<file path="src/rtl/spi_xfer_ctrl.sv">
// ---------------------------------------------------------------------------
// spi_xfer_ctrl
//   Master-mode SPI frame sequencer and baud generator. For each accepted
//   start request it asserts slave select, strobes the TX load into the shift
//   register, generates 2*DATA_BITS SCLK edges at the programmed half period,
//   issues the edge-qualifier pulses the shift register uses to drive MOSI and
//   sample MISO, then releases slave select and strobes RX-valid / done.
//
// Parameters
//   DATA_BITS  bits per frame (SCLK edges per frame = 2*DATA_BITS)
//   CNT_W      half-period counter width (half period up to 1024 PCLK)
//
// Ports
//   PCLK                  in   system clock, rising edge
//   PRESET_n              in   asynchronous active-low reset
//   spe_i                 in   SPI enable; low aborts a frame in progress
//   start_i               in   request one frame (taken only in idle with spe_i)
//   cpol_i                in   SCLK idle level
//   cpha_i                in   clock phase (0: sample on leading edge)
//   sppr_i                in   baud pre-selector
//   spr_i                 in   baud selector
//   ss_o                  out  slave select, active low
//   sclk_o                out  serial clock
//   send_data_o           out  1-cycle TX load strobe
//   receive_data_o        out  1-cycle RX-valid strobe
//   mosi_send_sclk_o      out  shift pulse, cycle before an SCLK fall (modes 0/3)
//   mosi_send_sclk0_o     out  shift pulse, cycle before an SCLK rise (modes 1/2)
//   miso_receive_sclk_o   out  sample pulse, cycle before an SCLK rise (modes 0/3)
//   miso_receive_sclk0_o  out  sample pulse, cycle before an SCLK fall (modes 1/2)
//   busy_o                out  high from load through done
//   done_o                out  1-cycle completion pulse
// ---------------------------------------------------------------------------
module spi_xfer_ctrl #(
    parameter int unsigned DATA_BITS = 8,
    parameter int unsigned CNT_W     = 11
) (
    input  logic       PCLK,
    input  logic       PRESET_n,
    input  logic       spe_i,
    input  logic       start_i,
    input  logic       cpol_i,
    input  logic       cpha_i,
    input  logic [2:0] sppr_i,
    input  logic [2:0] spr_i,
    output logic       ss_o,
    output logic       sclk_o,
    output logic       send_data_o,
    output logic       receive_data_o,
    output logic       mosi_send_sclk_o,
    output logic       mosi_send_sclk0_o,
    output logic       miso_receive_sclk_o,
    output logic       miso_receive_sclk0_o,
    output logic       busy_o,
    output logic       done_o
);

    localparam int unsigned EDGE_W = $clog2(2 * DATA_BITS);
    localparam logic [EDGE_W-1:0] LAST_EDGE = EDGE_W'(2 * DATA_BITS - 1);

    typedef enum logic [2:0] {
        StIdle,
        StLoad,
        StLead,
        StXfer,
        StTrail,
        StDone
    } state_e;

    state_e             state_q, state_d;
    logic [CNT_W-1:0]   cnt_q, cnt_d;
    logic [CNT_W-1:0]   half_m1_q, half_m1_d;
    logic [EDGE_W-1:0]  edge_q, edge_d;
    logic               sclk_q, sclk_d;
    logic               cpol_q, cpol_d;
    logic               cpha_q, cpha_d;

    logic [CNT_W-1:0]   half_calc;
    logic               last_half;
    logic               leading;
    logic               use_main;
    logic               send_evt;
    logic               recv_evt;

    // Half period H = (sppr+1) << spr; at most 8 << 7 = 1024, fits CNT_W bits.
    assign half_calc = (CNT_W'(sppr_i) + CNT_W'(1)) << spr_i;

    assign last_half = (cnt_q == half_m1_q);

    // ------------------------------------------------------------------
    // State register
    // ------------------------------------------------------------------
    always_ff @(posedge PCLK or negedge PRESET_n) begin
        if (!PRESET_n) begin
            state_q   <= StIdle;
            cnt_q     <= '0;
            half_m1_q <= '0;
            edge_q    <= '0;
            sclk_q    <= 1'b0;
            cpol_q    <= 1'b0;
            cpha_q    <= 1'b0;
        end else begin
            state_q   <= state_d;
            cnt_q     <= cnt_d;
            half_m1_q <= half_m1_d;
            edge_q    <= edge_d;
            sclk_q    <= sclk_d;
            cpol_q    <= cpol_d;
            cpha_q    <= cpha_d;
        end
    end

    // ------------------------------------------------------------------
    // Next-state logic
    // ------------------------------------------------------------------
    always_comb begin
        state_d   = state_q;
        cnt_d     = cnt_q;
        half_m1_d = half_m1_q;
        edge_d    = edge_q;
        sclk_d    = sclk_q;
        cpol_d    = cpol_q;
        cpha_d    = cpha_q;

        case (state_q)
            StIdle: begin
                // Idle clock level tracks the live cpol setting.
                sclk_d = cpol_i;
                cnt_d  = '0;
                edge_d = '0;
                if (start_i && spe_i) begin
                    state_d = StLoad;
                end
            end

            StLoad: begin
                // Frame configuration is frozen here for the whole frame.
                cpol_d    = cpol_i;
                cpha_d    = cpha_i;
                half_m1_d = half_calc - CNT_W'(1);
                sclk_d    = cpol_i;
                cnt_d     = '0;
                edge_d    = '0;
                state_d   = StLead;
            end

            StLead: begin
                if (last_half) begin
                    cnt_d   = '0;
                    state_d = StXfer;
                end else begin
                    cnt_d = cnt_q + CNT_W'(1);
                end
            end

            StXfer: begin
                if (last_half) begin
                    cnt_d  = '0;
                    sclk_d = ~sclk_q;
                    if (edge_q == LAST_EDGE) begin
                        // Final edge returns SCLK to the idle level.
                        edge_d  = '0;
                        state_d = StTrail;
                    end else begin
                        edge_d = edge_q + EDGE_W'(1);
                    end
                end else begin
                    cnt_d = cnt_q + CNT_W'(1);
                end
            end

            StTrail: begin
                if (last_half) begin
                    cnt_d   = '0;
                    state_d = StDone;
                end else begin
                    cnt_d = cnt_q + CNT_W'(1);
                end
            end

            StDone: begin
                sclk_d  = cpol_q;
                state_d = StIdle;
            end

            default: begin
                state_d = StIdle;
            end
        endcase

        // Abort overrides everything; in load the latched cpol is not yet valid.
        if (!spe_i && (state_q != StIdle)) begin
            state_d = StIdle;
            cnt_d   = '0;
            edge_d  = '0;
            sclk_d  = (state_q == StLoad) ? cpol_i : cpol_q;
        end
    end

    // ------------------------------------------------------------------
    // Edge-qualifier pulse decode
    // ------------------------------------------------------------------
    always_comb begin
        // Even edge index is a leading edge (first edge away from idle level).
        leading  = ~edge_q[0];
        // Modes 0/3 use the *_sclk pair, modes 1/2 the *_sclk0 pair.
        use_main = (cpol_q == cpha_q);
        send_evt = 1'b0;
        recv_evt = 1'b0;

        if ((state_q == StLead) && last_half && !cpha_q) begin
            // cpha=0: first bit must be on MOSI before the first (sampling) edge.
            send_evt = 1'b1;
        end

        if ((state_q == StXfer) && last_half) begin
            if (cpha_q) begin
                send_evt = leading;
                recv_evt = ~leading;
            end else begin
                // Last trailing edge would shift a ninth bit; suppress it.
                send_evt = ~leading && (edge_q != LAST_EDGE);
                recv_evt = leading;
            end
        end
    end

    // ------------------------------------------------------------------
    // Outputs
    // ------------------------------------------------------------------
    always_comb begin
        ss_o                 = 1'b1;
        busy_o               = (state_q != StIdle);
        sclk_o               = sclk_q;
        send_data_o          = spe_i && (state_q == StLoad);
        receive_data_o       = spe_i && (state_q == StDone);
        done_o               = spe_i && (state_q == StDone);
        mosi_send_sclk_o     = spe_i && send_evt && use_main;
        mosi_send_sclk0_o    = spe_i && send_evt && !use_main;
        miso_receive_sclk_o  = spe_i && recv_evt && use_main;
        miso_receive_sclk0_o = spe_i && recv_evt && !use_main;

        if ((state_q == StLoad) || (state_q == StLead) ||
            (state_q == StXfer) || (state_q == StTrail)) begin
            ss_o = 1'b0;
        end
    end

endmodule

</file>
<file path="config.mk">
export PLATFORM = sky130hd
export DESIGN_NAME = spi_xfer_ctrl
export DESIGN_NICKNAME = d
export VERILOG_FILES = /design/src/rtl/spi_xfer_ctrl.sv
export SDC_FILE = /design/constraint.sdc
export NUM_CORES = 1
export LEC_CHECK = 0
export ABC_AREA = 0
export BUFFER_PORTS_ARGS = -buffer_cell sky130_fd_sc_hd__buf_2
export CORE_MARGIN = 4
export CORE_UTILIZATION = 40
export CTS_CLUSTER_SIZE = 40
export DETAILED_ROUTE_END_ITERATION = 12
export HOLD_SLACK_MARGIN = 0.05
export PLACE_DENSITY_LB_ADDON = 0.2
export SLEW_MARGIN = 20
export SYNTH_ARGS = -nofsm -noshare
export SYNTH_HDL_FRONTEND = slang
export SYNTH_SLANG_ARGS = --single-unit
</file>
<file path="constraint.sdc">
create_clock -name PCLK -period 1.8 [get_ports PCLK]
set_input_delay 0.09 -clock PCLK [delete_from_list [all_inputs] [get_ports PCLK]]
set_output_delay 0.09 -clock PCLK [all_outputs]
set_load 0.05 [all_outputs]
</file>
==> results of run 1 <==
[worst max-delay path by stage]
stage	start	to	slack, ns	cells past startpoint
floorplan	cnt_q[2]	mosi_send_sclk0_o	-0.21	6
global placement	cnt_q[7]	mosi_send_sclk0_o	-0.31	6
detailed placement	cnt_q[7]	mosi_send_sclk0_o	-0.31	6
CTS	cnt_q[6]	mosi_send_sclk0_o	-0.53	6
global route	cnt_q[6]	mosi_send_sclk0_o	-0.64	6
finish	cnt_q[6]	mosi_send_sclk0_o	-0.51	6
[flip-flops by register name, indices dropped and copies added (netlist names)]
register	count
state_q	3
half_m1_q	11
sclk_o	1
cpol_q	1
cpha_q	1
edge_q	4
cnt_q	11
[power groups by stage]
| stage | clock (µW) | sequential [µW] | combinational, µW |
|---|---|---|---|
| global route | 625 | 1100 | 2070 |
| detailed placement | 0 | 1090 | 1730 |
| finish | 571 | 1080 | 1870 |
| floorplan | 0 | 1080 | 1180 |
| CTS | 584 | 1070 | 1790 |
| global placement | 0 | 1080 | 1710 |
[worst max-delay path, stage by stage, from the launching register on]
cell and delay, ns:
dfrtp_1 0.41, xnor2_2 0.17, nand4_1 0.12, or3_4 0.41
or4b_4 0.53, nor2b_4 0.13, buf_6 0.16
[metrics by stage]
stage	power (µW)	hold WS [ns]
after global placement	2790	0.189
after global routing	3790	0.114
final	3520	0.109
after CTS	3450	0.102
after floorplan	2260	-0.206
after detailed placement	2820	0.183
[routing by layer]
metal  track usage [%]  vias to the layer above  part of all wire (%)
met5                 0                        -                     0
met4              5.26                        0                   1.5
li1                  -                     1144                     -
met1              22.5                     1022                    47
met3              3.16                        6                   3.5
met2              27.3                       35                    48
[cell families (layout without fill, tap and decap cells)]
| group | Yosys count | count (layout) | share of synthesized area [%] |
|---|---|---|---|
| AOI/OAI and AO/OA | 62 | 62 | 17.7 |
| xor gates and xnor gates | 26 | 26 | 10.2 |
| adders and majority gates | 5 | 5 | 2.60 |
| buffers and inverters | 23 | 92 | 4.44 |
| DFF | 32 | 32 | 34.7 |
| muxes | 5 | 5 | 2.49 |
| and+or+nand+nor | 130 | 130 | 27.9 |
[Yosys cell counts, types with 2 or more instances]
| cell | number |
|---|---|
| and4b_1 | 2 |
| o21ai_1 | 12 |
| nor2_1 | 29 |
| inv_1 | 6 |
| nand2_1 | 43 |
| clkbuf_1 | 10 |
| a31oi_1 | 3 |
| xnor2_1 | 19 |
| xor2_1 | 6 |
| or2_2 | 2 |
| nor2b_1 | 4 |
| mux2i_1 | 2 |
| a211oi_1 | 3 |
| a211o_1 | 2 |
| nand2b_1 | 9 |
| nand3_1 | 12 |
| or3_1 | 3 |
| ha_1 | 4 |
| buf_2 | 4 |
| nand3b_1 | 3 |
| nand4_1 | 7 |
| a21oi_1 | 14 |
| o211ai_1 | 3 |
| o21ai_0 | 7 |
| dfrtp_1 | 32 |
| and3_1 | 4 |
| nor3_1 | 4 |
[timing repair]
action | 4_1_cts | 5_1_grt
hold buffers | 2 | 0
setup endpoints to repair | 22 | 25
endpoints found under the hold margin | 33 | 0
pin swaps | 4 | 17
gates resized for setup | 17 | 17
buffers inserted | 1 | 5
[area by class of cell]
class                   count  area [µm²]
fillers                   514        2380
multi-input cells         228        1560
flip-flops and latches     32         801
repair buffers             78         593
well taps                  72        90.1
clock buffers               5        68.8
clock inverters             3        23.8
inverters                   6        22.5
[placed cells by master, fill, tap and decap left out, drive strengths merged, types with 4 or more instances in the layout]
cell type	count
nor3	4
inv	6
a21oi	14
xnor2	19
nand2b	9
nand2	43
dfrtp	32
buf	75
ha	4
nand3	12
or3	4
nand4	7
o21ai	19
xor2	7
nor2	29
and3	4
nor2b	4
clkbuf	6
==> results.env, run 1 <==
STATUS='complete, but fails checks'
FAILED_CHECKS='setup timing'
MOST_AREA_CONSUMING_CELLS_AFTER_SYNTHESIS='dfrtp_1 (35%), xnor2_1 (7.2%), nand2_1 (7.0%)'
PORTION_OF_SYNTHESIZED_CELL_AREA_OCCUPIED_BY_THE_LEADING_CELL_TYPE_PCT=34.7
START_UTIL_PCT=41.7
FLOW.AREA_GROWTH_FROM_SYNTHESIS_PCT=36.9
POST_ROUTE_CELLS_DRIVE_ABOVE_1_SHARE_PCT=33.0
PRECTSSETUPSLACK_NS=-0.307
SEQ_AREA_FRAC_SYNTH_PCT=34.7
ROUTED-VIA-COUNT=2207
NETSWITCHINGPOWER_uW=1500
GP_ROUTABILITY_CONGESTION=0.820
DIE_WIDTH_UM=84.0
SHARE_OF_THE_CYCLE_NEEDED_BY_THE_CRITICAL_PATH_AFTER_ROUTING_PCT=128
CORE.ROWCOUNT=27
WORST_CLOCK_SKEW_NS=0.00454
PERIOD_MINUS_SLACK_NS=2.31
N_ANTENNA_CELL=0
REPORT.FINAL.SETUP_VIOL=20
YS.WARNINGS.COUNT=0
SWITCHING_SHARE_PCT=42.7
GLOBAL_ROUTE.OVERFLOW_TOTAL=0
WORST-PATH-MAX-FANOUT=2
REPORT.FINAL.SLEW_VIOL_COUNT=0
GRT_PASS1_VIAS=2144
DRT.ANTENNA.VIOLATING_NETS=0
REMAINING_DRC_ERRORS=0
NETLIST.TOP_CELL.BY_AREA='dfrtp_1'
CRITPATHKIND='flop to primary output'
INTERNAL_PORTION_OF_TOTAL_POWER_uW=2020
SYNTH.LIB_CELLS_USED.DISTINCT=61
SETUP.WORST_PATH.END_CLASS='primary output'
MIN-DELAY-START='cpol_i'
FIN_NETS=367
GRT_PASS1_WL_UM=9730
REQUIRED_NS=1.71
FINAL_CRITICAL_PATH_SETUP_SLACK_NS=-0.512
NETLIST_INSTANCES=283
CORE_MM2=0.00554
POWER.SHARE.COMBINATIONAL_PCT=53.2
CRITICAL_PATH.STARTPOINT_TYPE='flop'
FINISH.UTILIZATION_PCT=57.1
INSTANCE_COUNT_ALONG_THE_MOST_CRITICAL_HOLD_PATH=3
DRT-INITIAL-DRC-COUNT=107
P_CLK_SHARE_PCT=16.2
RR_WORST_DEPTH=8
DESIGN.PORTCOUNT=22
RSZ0062_AT_GRT='yes'
TIMING.HOLD.WORST_ENDPOINT='cpol_q'
DIE_Y_UM=84.0
CTS_BUFFERS=5
SYNTH.CELL_AREA_MM2=0.00231
NUMBER_OF_ANTENNA_VIOLATIONS_AT_THE_FIRST_CHECK_IN_GLOBAL_ROUTING=0
PEAK_SUPPLY_DROP_mV=0.742
GRT_START_MAX_NET_PINS=33
LAYOUT.CELLS.NON_FILLER=424
FINALWIRELENGTH_UM=5510
TRITONCTS='built'
SETUP_TNS_NS=-6.05
REGTOREGSETUPSLACK_NS=-0.40
FIRSTDRTPASSITERS=4
FP.DIEAREA_MM2=0.00705
HOLD_PATH_CLASS='input pin to flop'
CELLLEAKAGEPOWER_uW=0.00137
MAX_FREQ_MHz=433
ROUTED_WIRE_LENGTH_PER_INSTANCE_UM=13.0
PWR_DENSITY_CELL_mW_PER_MM2=1110
DRT-VIAS-PER-INSTANCE=5.21
POSTSYNTHREGISTERBITS=32
BUFFER_PORTS.INSERTED=21
DETAILED_PLACE_HPWL_UM=4310
SEQUENTIALPOWERSHARE_PCT=30.6
MAXCAPVIOLCOUNT=0
CLOCK_SINK_COUNT=32
PLACED_INSTANCE_AREA_MM2=0.00287
POSTSYNTHNETCOUNT=299
WORST_R2R_ENDPOINT='state_q[0]'
FIN_AREA_MM2=0.00316
PLACED_CELLS_INCL_TAPS=409
SYNTH_TOP_FLOP_CELL='dfrtp_1'
WORST_PIN_SLEW_NS=0.718
MEAN_CELL_AREA_OF_THE_MAPPED_NETLIST_UM2=8.16
MAX-CLOCK-PATH-BUFFERS=2
ASYNCSETRESETFLOPFRACSYNTH_PCT=100
REG2REG_FROM='cnt_q[6]'
CTS_ROOT_BUF='clkbuf_8'
MAX-SLEW-MARGIN-REL_PCT=52.1
REPORT.FINAL.HOLD_VIOL_COUNT=0
CTS.HTREE.LEVELS=2
WORSTSKEWPAIRLATENCY_NS=0.29
SYNTH_EDF_COUNT=0
CLKSLEWWORSTSETUPHOLDPATHS_NS=0.07
CRITICAL_PATH_ARRIVAL_NS=2.22
TRACK_USAGE_PCT=16.8
(Power assumes the default switching activity.)
==> run 2: changes to the inputs <==
--- a/config.mk
+++ b/config.mk
@@ -8,7 +8,7 @@
 export ABC_AREA = 0
 export BUFFER_PORTS_ARGS = -buffer_cell sky130_fd_sc_hd__buf_2
 export CORE_MARGIN = 4
-export CORE_UTILIZATION = 40
+export CORE_UTILIZATION = 54
 export CTS_CLUSTER_SIZE = 40
 export DETAILED_ROUTE_END_ITERATION = 12
 export HOLD_SLACK_MARGIN = 0.05
==> results.env, run 2 (synthesized netlist as in run 1, its figures left out) <==
STATUS='complete, but fails checks'
FAILED_CHECKS='setup timing'
WORST-PATH-MAX-FANOUT=2
POST_ROUTE_CELLS_DRIVE_ABOVE_1_SHARE_PCT=37.1
CELLLEAKAGEPOWER_uW=0.00142
GLOBAL_ROUTE.OVERFLOW_TOTAL=0
CRITICAL_PATH_ARRIVAL_NS=2.31
FINALWIRELENGTH_UM=6810
REPORT.FINAL.HOLD_VIOL_COUNT=0
N_ANTENNA_CELL=0
DRT-INITIAL-DRC-COUNT=300
FINAL_CELL_MIX='buf_4 (56), nand2_1 (40), dfrtp_1 (31), nor2_1 (22), buf_2 (16)'
FILL_CELL_COUNT=243
CRIT_PATH_CELL_TRACE='xnor2_1 -> nand4_1 -> or3_4 -> or4b_4 -> nor2b_4 -> buf_8'
GRT_PASS1_WL_UM=10600
DIE_Y_UM=73.4
FINAL_CRITICAL_PATH_SETUP_SLACK_NS=-0.600
MAX-SLEW-MARGIN-REL_PCT=51.6
DESIGN.PORTCOUNT=22
HOLD_PATH_CLASS='input pin to flop'
REQUIRED_NS=1.71
CRITPATHTOPFAMILY='simple AND/OR/NAND/NOR gates'
TRITONCTS='built'
DRT-VIAS-PER-INSTANCE=6.03
PERIOD_MINUS_SLACK_NS=2.40
WORST_CLOCK_SKEW_NS=0.0151
BUFFER_PORTS.INSERTED=21
MOSTFREQUENTLAYOUTCELL='buf_4'
DIE_WIDTH_UM=73.4
CTS_BUFFERS=5
CRITPATHKIND='flop to primary output'
MAX-CLOCK-PATH-BUFFERS=2
REPORT.FINAL.SLEW_VIOL_COUNT=0
RSZ0062_AT_GRT='yes'
WORST_PIN_SLEW_NS=0.726
DRT.ANTENNA.VIOLATING_NETS=0
GRT_START_MAX_NET_PINS=33
ROUTED_WIRE_LENGTH_PER_INSTANCE_UM=16.8
CLKSLEWWORSTSETUPHOLDPATHS_NS=0.08
CRITICAL_PATH.STARTPOINT_TYPE='flop'
SETUP_TNS_NS=-7.83
REPORT.FINAL.SETUP_VIOL=23
WORSTSKEWPAIRLATENCY_NS=0.29
NUMBER_OF_ANTENNA_VIOLATIONS_AT_THE_FIRST_CHECK_IN_GLOBAL_ROUTING=0
START_UTIL_PCT=56.9
CLOCK_SINK_COUNT=32
CRITICAL_PATH_S_LARGEST_STAGE_DELAY_NS=0.53
MAX_FREQ_MHz=417
LARGEST_REGISTERS='cnt_q: 11 flops, half_m1_q: 11 flops, edge_q: 4 flops'
FP.DIEAREA_MM2=0.00539
PEAK_SUPPLY_DROP_mV=0.620
TRACK_USAGE_PCT=25.2
GRT_PASS1_VIAS=2289
CTS_ROOT_BUF='clkbuf_8'
MAXCAPVIOLCOUNT=0
CTS.HTREE.LEVELS=2
DETAILED_PLACE_HPWL_UM=4350
FIN_HOLD_WS_NS=0.105
REMAINING_DRC_ERRORS=0
GP_ROUTABILITY_CONGESTION=0.884
FIN_NETS=371
CORE.ROWCOUNT=23
SHARE_OF_THE_CYCLE_NEEDED_BY_THE_CRITICAL_PATH_AFTER_ROUTING_PCT=133
CP.BUFFERS_INVERTERS=1
ROUTED-VIA-COUNT=2447
CORE_MM2=0.00406
FIRSTDRTPASSITERS=5
SETUP.WORST_PATH.END_CLASS='primary output'
FLOW.AREA_GROWTH_FROM_SYNTHESIS_PCT=40.1
PRECTSSETUPSLACK_NS=-0.326
CPMAXSTAGEDELAYCELL='or4b_4'
PWR_DENSITY_CELL_mW_PER_MM2=1170
-- run 2: cell types whose count changed in the layout (fill, tap and decap cells not counted), sizes merged --
cell / before / now
clkbuf: 6 / 5
buf: 75 / 80
-- run 2: timing repair --
action,CTS,global route
pin swaps,14,23
resized for setup,24,27
endpoints found under the setup margin,22,24
buffers inserted,6,6
hold buffers,2,0
hold endpoints to repair,33,0
-- run 2: worst paths after layout --
kind,startpoint,end,slack [ns],cells past startpoint
max,cnt_q[10],mosi_send_sclk0_o,-0.60,6
min,cpol_i,cpol_q,0.11,3
max reg2reg,cnt_q[10],state_q[0],-0.60,8
min reg2reg,half_m1_q[4],half_m1_q[4],0.52,2
max in group asynchronous,PRESET_n,cnt_q[3],0.91,2
min in group asynchronous,PRESET_n,edge_q[0],0.38,2
-- run 2: area by class of cell --
cell class                 instances  area (µm²)  share of cell area [%]
clock inverter                     3        23.8                   0.734
tap                               50        62.6                    1.93
timing repair buffer              82         634                    19.6
clock buffer                       5        68.8                    2.13
multi-input combinational        228        1620                    50.1
sequential                        32         802                    24.8
inverter                           6        22.5                   0.696
-- run 2: power by group --
| group | internal (µW) | total, µW | switching (µW) | leakage, µW |
|---|---|---|---|---|
| combinational | 907 | 2120 | 1210 | 0.000965 |
| sequential | 905 | 1110 | 200 | 0.000415 |
| clock | 274 | 574 | 301 | 0.0000404 |
-- run 2: worst reg2reg max path: cells and delay by family, from the launching register on --
kind                      cells  cell delay (ns)
buffers and inverters         2             0.26
AOI/OAI and AO/OA             2             0.49
xor gates and xnor gates      1             0.19
and+or+nand+nor               2             0.59
muxes                         1             0.33
DFF                           1             0.41
-- run 2: stage by stage --
stage / std cells / power [µW] / cell area (µm²) / util [%]
final: 406 / 3800 / 3240 / 79.8
after global routing: 406 / 3990 / 3240 / 79.8
after CTS: 402 / 3520 / 3090 / 76.2
after detailed placement: 386 / 2820 / 2840 / 70.1
after global placement: 386 / 2760 / 2840 / 70.1
after floorplan: 283 / 2260 / 2390 / -
-- run 2: layer usage --
layer / global-route usage [%] / share of wire [%] / up-vias
met5: 0 / 0 / -
met4: 9.66 / 2.3 / 0
met3: 3.56 / 6.0 / 25
met2: 42.2 / 51 / 114
met1: 32.8 / 41 / 1159
li1: - / - / 1149
==> run 3: changes to the inputs <==
--- a/config.mk
+++ b/config.mk
@@ -13,6 +13,7 @@
 export DETAILED_ROUTE_END_ITERATION = 12
 export HOLD_SLACK_MARGIN = 0.05
 export PLACE_DENSITY_LB_ADDON = 0.2
+export REMOVE_ABC_BUFFERS = 1
 export SLEW_MARGIN = 20
 export SYNTH_ARGS = -nofsm -noshare
 export SYNTH_HDL_FRONTEND = slang
==> constraint.sdc (replaced) <==
create_clock -name PCLK -period 1.8 [get_ports PCLK]
set_input_delay 0.36 -clock PCLK [delete_from_list [all_inputs] [get_ports PCLK]]
set_output_delay 0.36 -clock PCLK [all_outputs]
set_load 0.05 [all_outputs]
==> results.env, run 3 (synthesized netlist as in run 1, its figures left out) <==
ROUTED-WL-MET2_UM=4900
SHARE_OF_THE_CYCLE_NEEDED_BY_THE_CRITICAL_PATH_AFTER_ROUTING_PCT=153
FIN_AREA_MM2=0.00374
CRITICAL_PATH_S_LARGEST_STAGE_DELAY_NS=0.53
WORSTSKEWPAIRLATENCY_NS=0.31
DRT-VIAS-PER-INSTANCE=6.53
GRT_START_MAX_NET_PINS=33
REMAINING_DRC_ERRORS=0
FIN_HOLD_WS_NS=0.111
FP.DIEAREA_MM2=0.00539
FINAL_CELL_MIX='buf_4 (78), nand2_1 (38), dfrtp_1 (32), buf_6 (23), nor2_1 (18)'
PEAK_SUPPLY_DROP_mV=1.08
PERIOD_MINUS_SLACK_NS=2.75
TRITONCTS='built'
RSZ0062_AT_GRT='yes'
CLOCK_SINK_COUNT=32
HOLD_PATH_CLASS='input pin to asynchronous set/reset pin'
CTS.HTREE.LEVELS=2
FIN_NETS=406
CRITICAL_PATH_ARRIVAL_NS=2.39
GRT_PASS1_VIAS=2511
REPORT.FINAL.SLEW_VIOL_COUNT=0
FIRSTDRTPASSITERS=5
TOP_LAYER='met4'
GRT_PASS1_WL_UM=11800
DRT.ANTENNA.VIOLATING_NETS=0
LARGEST_REGISTERS='cnt_q: 11 flops, half_m1_q: 11 flops, edge_q: 4 flops'
CRITPATHKIND='flop to primary output'
N_ANTENNA_CELL=0
FLOW.AREA_GROWTH_FROM_SYNTHESIS_PCT=61.8
PLACED_INSTANCE_AREA_MM2=0.00294
DETAILED_PLACE_HPWL_UM=4530
FILL_CELL_COUNT=143
REPORT.FINAL.HOLD_VIOL_COUNT=0
WL_MET1_UM=3420
MAXCAPVIOLCOUNT=0
CTS_BUFFERS=5
WORST-PATH-MAX-FANOUT=4
CRIT_PATH_CELL_TRACE='xnor2_1 -> nand4_1 -> or3_4 -> or4b_4 -> nor2b_2 -> buf_6'
CLKSLEWWORSTSETUPHOLDPATHS_NS=0.08
WORST_PIN_SLEW_NS=0.757
SUM_OF_INTERNAL_SWITCHING_AND_LEAKAGE_POWER_uW=4710
CORE.ROWCOUNT=23
DIE_WIDTH_UM=73.4
FAILED_CHECKS='setup timing'
CRITICAL_PATH.STARTPOINT_TYPE='flop'
RR_WORST_DEPTH=8
MOSTFREQUENTLAYOUTCELL='buf_4'
CTS_ROOT_BUF='clkbuf_8'
GP_ROUTABILITY_CONGESTION=0.881
FINAL_CRITICAL_PATH_SETUP_SLACK_NS=-0.954
MAX_FREQ_MHz=363
MAX-CLOCK-PATH-BUFFERS=2
DRT-INITIAL-DRC-COUNT=316
DESIGN.PORTCOUNT=22
NUMBER_OF_ANTENNA_VIOLATIONS_AT_THE_FIRST_CHECK_IN_GLOBAL_ROUTING=0
SETUP.WORST_PATH.END_CLASS='primary output'
CORE_MM2=0.00406
POST_CTS_HOLD_BUFFER_COUNT=0
REQUIRED_NS=1.44
TRACK_USAGE_PCT=28.9
WORST_CLOCK_SKEW_NS=0.00818
STATUS='complete, but fails checks'
CELLLEAKAGEPOWER_uW=0.00166
REPORT.FINAL.SETUP_VIOL=32
ROUTED_WIRE_LENGTH_PER_INSTANCE_UM=22.5
ROUTED-VIA-COUNT=2880
DIE_Y_UM=73.4
FINALWIRELENGTH_UM=9910
GLOBAL_ROUTE.OVERFLOW_TOTAL=0
CPMAXSTAGEDELAYCELL='or4b_4'
BUFFER_PORTS.INSERTED=21
POST_ROUTE_CELLS_DRIVE_ABOVE_1_SHARE_PCT=46.8
MAX-SLEW-MARGIN-REL_PCT=49.6
PWR_DENSITY_CELL_mW_PER_MM2=1260
MET3ROUTEDLENGTH_UM=812
START_UTIL_PCT=56.9
-- run 3: final timing paths --
check,slack (ns),end,start
max,-0.95,mosi_send_sclk0_o,cnt_q[10]
min,0.11,edge_q[1],PRESET_n
max reg2reg,-0.58,state_q[1],cnt_q[10]
min reg2reg,0.53,half_m1_q[5],half_m1_q[5]
max in group asynchronous,1.20,cnt_q[4],PRESET_n
min in group PCLK,0.28,cpha_q,cpha_i
-- run 3: area by class of cell --
class	count	area, µm²	share of cell area [%]
inverter	6	26.3	0.703
clock buffer	5	68.8	1.84
timing repair buffer	117	985	26.4
clock inverter	3	42.5	1.14
tap	50	62.6	1.67
multi-input combinational	228	1750	46.9
sequential	32	801	21.4
-- run 3: metrics by stage --
step	setup slack, ns	std cells	util [%]	TNS (ns)
3_3_place_gp	-0.612	409	72.4	-7.99
5_1_grt	-0.966	441	92.1	-12.09
3_5_place_dp	-0.660	409	72.4	-9.07
2_1_floorplan	-0.876	266	-	-5.75
4_1_cts	-0.837	428	83.2	-7.54
6_report	-0.954	441	92.1	-11.36
-- run 3: power breakdown --
| group | internal [µW] | switching (µW) | total, µW |
|---|---|---|---|
| clock | 410 | 333 | 743 |
| sequential | 905 | 194 | 1100 |
| combinational | 1320 | 1550 | 2860 |
| total | 2630 | 2080 | 4710 |
-- run 3: layer usage --
metal | vias up | GRT usage, %
li1 | 1220 | -
met1 | 1344 | 32.5
met2 | 219 | 51.0
met3 | 97 | 6.02
met4 | 0 | 14.9
met5 | - | 0
-- run 3: worst max-delay path, delay by kind of cell (launching register included) --
family / cells / cell delay, ns
DFF: 1 / 0.44
and+or+nand+nor: 4 / 1.29
xor gates and xnor gates: 1 / 0.20
buffers and inverters: 1 / 0.16
-- run 3: what timing repair did --
item / in CTS / in global routing
gates resized for setup: 61 / 64
setup endpoints to repair: 33 / 35
gates cloned: 0 / 0
setup buffers: 12 / 19
pin swaps: 13 / 35
